$ cat src/rtl/commit_stage.sv
// rtl/commit_stage.sv - single-entry commit register stage with exception/ertn redirect and retire counter
module commit_stage #(
    parameter logic [5:0]  ECODE_INE = 6'h0D,
    parameter logic [31:0] RESET_PC  = 32'h1c000000
) (
    input  logic        clock,
    input  logic        reset,
    input  logic        in_valid,
    output logic        in_ready,
    input  logic [31:0] in_pc,
    input  logic [31:0] in_inst,
    input  logic [4:0]  in_rd,
    input  logic        in_we,
    input  logic [31:0] in_wdata,
    input  logic        in_inv,
    input  logic        in_ex,
    input  logic [5:0]  in_ecode,
    input  logic [8:0]  in_esubcode,
    input  logic        in_ertn,
    input  logic [31:0] csr_eentry,
    input  logic [31:0] csr_era,
    output logic        rf_we,
    output logic [4:0]  rf_waddr,
    output logic [31:0] rf_wdata,
    output logic        flush,
    output logic [31:0] flush_target,
    output logic        cmt_valid,
    output logic [31:0] cmt_pc,
    output logic [31:0] cmt_inst,
    output logic        cmt_inv,
    output logic        cmt_ex,
    output logic        cmt_ertn,
    output logic [5:0]  cmt_ecode,
    output logic [8:0]  cmt_esubcode,
    output logic [31:0] cmt_ex_pc,
    output logic [63:0] instret
);

    typedef enum logic {RUN, DRAIN} state_t;

    state_t      state;
    state_t      state_next;
    logic        transfer;
    logic        eff_ex;
    logic        eff_ertn;
    logic [5:0]  eff_ecode;
    logic [8:0]  eff_esubcode;
    logic        cap_we;
    logic [4:0]  cap_rd;
    logic [31:0] cap_wdata;

    assign transfer = in_valid && in_ready;

    // Resolve the effective exception: a real exception wins over an invalid-instruction
    // substitution, and any exception suppresses ertn.
    always_comb begin
        eff_ex       = in_ex || in_inv;
        eff_ecode    = ECODE_INE;
        eff_esubcode = 9'd0;
        if (in_ex) begin
            eff_ecode    = in_ecode;
            eff_esubcode = in_esubcode;
        end
        eff_ertn = in_ertn && !eff_ex;
    end

    // State register: DRAIN lasts one cycle after every redirect.
    always_ff @(posedge clock or posedge reset) begin
        if (reset) begin
            state <= RUN;
        end else begin
            state <= state_next;
        end
    end

    // Next-state, handshake and redirect outputs; target is forced to zero when not flushing.
    always_comb begin
        state_next   = state;
        in_ready     = 1'b0;
        flush        = 1'b0;
        flush_target = 32'd0;
        case (state)
            RUN: begin
                in_ready = 1'b1;
                flush    = cmt_valid && (cmt_ex || cmt_ertn);
                if (flush) begin
                    state_next   = DRAIN;
                    flush_target = cmt_ex ? csr_eentry : csr_era;
                end
            end
            DRAIN: begin
                state_next = RUN;
            end
            default: begin
                state_next = RUN;
            end
        endcase
    end

    // Capture the accepted instruction; without a transfer only cmt_valid drops.
    always_ff @(posedge clock or posedge reset) begin
        if (reset) begin
            cmt_valid    <= 1'b0;
            cmt_pc       <= RESET_PC;
            cmt_inst     <= 32'd0;
            cmt_inv      <= 1'b0;
            cmt_ex       <= 1'b0;
            cmt_ertn     <= 1'b0;
            cmt_ecode    <= 6'd0;
            cmt_esubcode <= 9'd0;
            cmt_ex_pc    <= RESET_PC;
            cap_we       <= 1'b0;
            cap_rd       <= 5'd0;
            cap_wdata    <= 32'd0;
        end else begin
            cmt_valid <= transfer;
            if (transfer) begin
                cmt_pc       <= in_pc;
                cmt_inst     <= in_inst;
                cmt_inv      <= in_inv;
                cmt_ex       <= eff_ex;
                cmt_ertn     <= eff_ertn;
                cmt_ecode    <= eff_ex ? eff_ecode : 6'd0;
                cmt_esubcode <= eff_ex ? eff_esubcode : 9'd0;
                cap_we       <= in_we;
                cap_rd       <= in_rd;
                cap_wdata    <= in_wdata;
                if (eff_ex || eff_ertn) begin
                    cmt_ex_pc <= in_pc;
                end
            end
        end
    end

    assign rf_waddr = cap_rd;
    assign rf_wdata = cap_wdata;
    assign rf_we    = cmt_valid && cap_we && !cmt_ex && (cap_rd != 5'd0);

    // Retire counter: every committed non-exception instruction, ertn included.
    always_ff @(posedge clock or posedge reset) begin
        if (reset) begin
            instret <= 64'd0;
        end else if (cmt_valid && !cmt_ex) begin
            instret <= instret + 64'd1;
        end
    end

endmodule

$ cat config.mk
export PLATFORM = sky130hd
export DESIGN_NAME = commit_stage
export DESIGN_NICKNAME = d
export VERILOG_FILES = /design/src/rtl/commit_stage.sv
export SDC_FILE = /design/constraint.sdc
export NUM_CORES = 1
export LEC_CHECK = 0
export ABC_AREA = 1
export BUFFER_PORTS_ARGS = -buffer_cell sky130_fd_sc_hd__buf_4
export CORE_AREA = 2 2 168 170
export CTS_CLUSTER_DIAMETER = 60
export CTS_CLUSTER_SIZE = 14
export DETAILED_ROUTE_END_ITERATION = 12
export DIE_AREA = 0 0 170 172
export GPL_ROUTABILITY_DRIVEN = 1
export SLEW_MARGIN = 20
export SYNTH_ARGS = -nofsm -noshare
export SYNTH_HDL_FRONTEND = slang
export SYNTH_SLANG_ARGS = --single-unit
$ cat constraint.sdc
create_clock -name clock -period 14 [get_ports clock]
set_input_delay 0.7 -clock clock [delete_from_list [all_inputs] [get_ports clock]]
set_output_delay 0.7 -clock clock [all_outputs]
set_load 0.005 [all_outputs]
==> summary.md <==
| Metric | Value |
|---|---|
| Status | `finished, final reports clean` |
| Worst VDD drop | `around 0.07 mV` |
| Die ar. | `roughly 0.029 mm^2` |
| Largest net degree at the start of global routing | `around 120` |
| Fillers | `around 2700` |
| Switching Fraction | `30.1%` |
| Crit path launch | `cmt_ex` |
| Die Span X | `~170 um` |
| Finished Cell Area | `around 0.014 mm^2` |
| Kind of critical path | `reg -> out` |
| Final Setup Violations | `0` |
| Util after Layout | `a little over half` |
| HP Class | `in -> async` |
| Synth warn | `0` |
| Clock network power share | `approximately a third` |
| Non-Filler Instances | `a little over 2000` |
| Yosys reg bits | `~220` |
| First-pass GRT wire length | `55400 um` |
| Fmax | `317 MHz` |
| Post-Place Cells | `just over 2000` |
| DR vias | `roughly 9700` |
| TritonCTS Sinks | `approximately 220` |
| Combinational share of power | `between 20% and 30%` |
| Slowest stage delay, CP | `between 0.7 and 0.8 ns` |
| Minimum clock period after layout | `3.16 ns` |
| Area Growth Syn to Fin | `41.9%` |
| Crit-path max FO | `35` |
| # rows | `a little over 60` |
| Psw | `543 uW` |
| Pre-CTS setup slack | `around 11 ns` |
| DRC Markers | `0` |
| Startpoint types | `flop` |
| Drt first-iter violations | `roughly 690` |
| Hold Violations, Final | `0` |
| Overflow after GRT | `0` |
| Most common library cell in the layout ignoring fill and taps | `nand2_1` |
| Boundary Pins | `around 440` |
| Share of layout cells above drive strength 1 | `a little under a third` |
| Final TNS setup | `0 ns` |
| Port bufs | `about 440` |
| Syn_nets | `between 1000 and 1500` |
| Crit path top cell by count | `buf_4` |
| LEAKAGE | `just under 0.008 uW` |
| Max-cap viol count | `0` |
| Hpwl dp | `approximately 28000 um` |
| CP max-delay cell | `inv_1` |
| CTS H-Tree Depth | `1` |
| Ys async rst share | `100%` |
| EDFF count, synth | `0` |
| Detail Route Antenna Nets | `0` |
| Max-slew headroom | `about a third` |
| Num CTS Buffers | `22` |
| Reg-to-reg startpoint | `cmt_ex` |
| Clock-pin slew on the worst setup and hold paths | `approximately 0.06 ns` |
| Initial antenna violation count | `3` |
| Number of global-route vias before repair | `roughly 9600` |
| PD cells | `between 100 and 150 mW/mm^2` |
| Max Buffers Root-to-Sink | `3` |
| Final GP Congestion | `0.935` |
| Unrepaired setup endpoints after global routing | `no` |
| Placeable Area | `between 0.02 and 0.03 mm^2` |
| Hold buffers post-CTS | `0` |
| Crit path cell chain | `buf_4, o21ai_0, nor2_1, inv_1, a21oi_1, buf_4` |
| Critical path arrival | `2.46 ns` |
| Sequential power share | `between 40% and 50%` |
| Post-CTS Resized | `0` |
| Cell Int Power | `approximately 1300 uW` |
| Post-synthesis sequential area ratio | `between 50 and 60%` |
| TritonCTS clock tree | `built` |
| Latest clock arrival within the worst-skew pair | `~0.51 ns` |
| Dominant synthesized flop cell | `dfrtp_1` |
| Via density | `between 4 and 5` |
| Final WS setup | `around 11 ns` |
| Final #Nets | `about 1900` |
| Post-DP Area | `roughly 0.014 mm^2` |
| Commonest cells after routing, fill and taps aside | `nand2_1, buf_4, dfrtp_1, inv_1, nor2_1` |
| Routed len/inst | `17.6 um` |
| Syn_area_per_cell | `roughly 7.9 um^2` |
| Effective utilization at floorplan | `between 30% and 40%` |
| Total GRT Usage | `24.6%` |
| Routed wire length | `36400 um` |
| Drt first pass iters | `4` |
| WP data required | `13.30 ns` |
| Clk root buf | `clkbuf_16` |
| Worst Skew | `~0.014 ns` |
| Tightest Pin Transition | `between 1 and 1.5 ns` |
| Unique masters post-synth | `34` |
| Period utilisation layout | `between 20 and 25%` |
| # Post-CTS Setup Buffers | `0` |
| Post-Syn Area | `a little over 0.01 mm^2` |
| DIE HEIGHT | `172 um` |
| Cells after synthesis | `between 1000 and 1500` |
| Setup crit end kind | `output port` |
| Slew Viols, Final | `0` |
[cell families (layout without fill, tap and decap cells)]
family,Yosys count,count (layout),synth area share (%)
xor gates and xnor gates,38,38,3.27
and+or+nand+nor,748,748,30.6
other,0,2,0
AOI/OAI and AO/OA,124,124,6.19
buffers and inverters,157,593,6.16
DFF,218,218,53.7
adders and majority gates,1,1,0.123
[power by group through the flow]
stage | clock network (uW) | registers [uW] | logic (uW)
after global routing | 620 | 805 | 484
final | 572 | 793 | 439
after global placement | 0 | 800 | 444
after floorplan | 0 | 800 | 163
after detailed placement | 0 | 800 | 448
after CTS | 590 | 793 | 448
[cell type report]
type | count | area, um^2 | area share [%]
inverters | 112 | 430 | 2.98
multi-input cells | 911 | 4100 | 28.4
well taps | 346 | 433 | 3.00
clock inverters | 10 | 88.8 | 0.615
flip-flops and latches | 218 | 5460 | 37.8
clock buffers | 28 | 594 | 4.12
repair buffers | 443 | 3330 | 23.0
diodes | 2 | 5.00 | 0.0347
[worst max-delay path: cells and delay by family, from the launching register on]
family                 cells  cell delay (ns)
buffers and inverters      3             1.17
AND/OR/NAND/NOR            1             0.08
AO/OA/AOI/OAI              2             0.32
flip-flops                 1             0.36
[layer usage]
| layer | wire length [um] | global-route usage [%] |
|---|---|---|
| met2 | 17400 | 41.2 |
| met5 | 16 | 0 |
| met4 | 798 | 6.32 |
| met3 | 2840 | 6.64 |
| met1 | 15400 | 31.7 |
[worst paths after layout]
kind | end | slack, ns | cells past startpoint
setup / recovery | flush_target[18] | 10.84 | 6
hold / removal | cmt_inst[0] | 0.37 | 2
setup reg to reg | instret[48] | 11.64 | 8
hold reg to reg | state | 0.48 | 1
max in group asynchronous | rf_wdata[8] | 12.31 | 3
min in group clock | cmt_inst[18] | 0.38 | 3
[state kept, by name (all words and copies together), names as in the netlist, 5 cells and up]
signal	cells
instret	64
cmt_esubcode	9
cmt_inst	32
cmt_ex_pc	32
cmt_ecode	6
rf_wdata	32
rf_waddr	5
cmt_pc	32
[cell usage after synthesis (2+ instances only)]
master,count,area (um^2)
nand2_1,547,2050
dfrtp_1,212,5310
inv_1,110,413
nor2_1,102,383
o21ai_0,85,425
nand3_1,33,165
a21oi_1,32,160
clkbuf_1,26,97.6
xnor2_1,19,166
xor2_1,19,166
nand4_1,16,100
buf_2,13,65.1
nor2_2,12,75.1
nand3b_1,10,75.1
nand2_2,8,50.1
dfstp_2,6,158
nor3_1,5,25.0
nor2_4,4,45.0
nor3_2,4,40.0
o21ai_1,4,20.0
buf_1,3,11.3
buf_6,2,22.5
nor2_8,2,40.0
o21bai_1,2,15.0
[metrics by stage]
stage	total power (uW)	hold slack [ns]
after global placement	1240	0.448
after floorplan	963	0.439
after detailed placement	1250	0.462
after CTS	1830	0.351
final	1800	0.372
after global routing	1910	0.365
No activity file was read; power rests on OpenSTA's default activity.
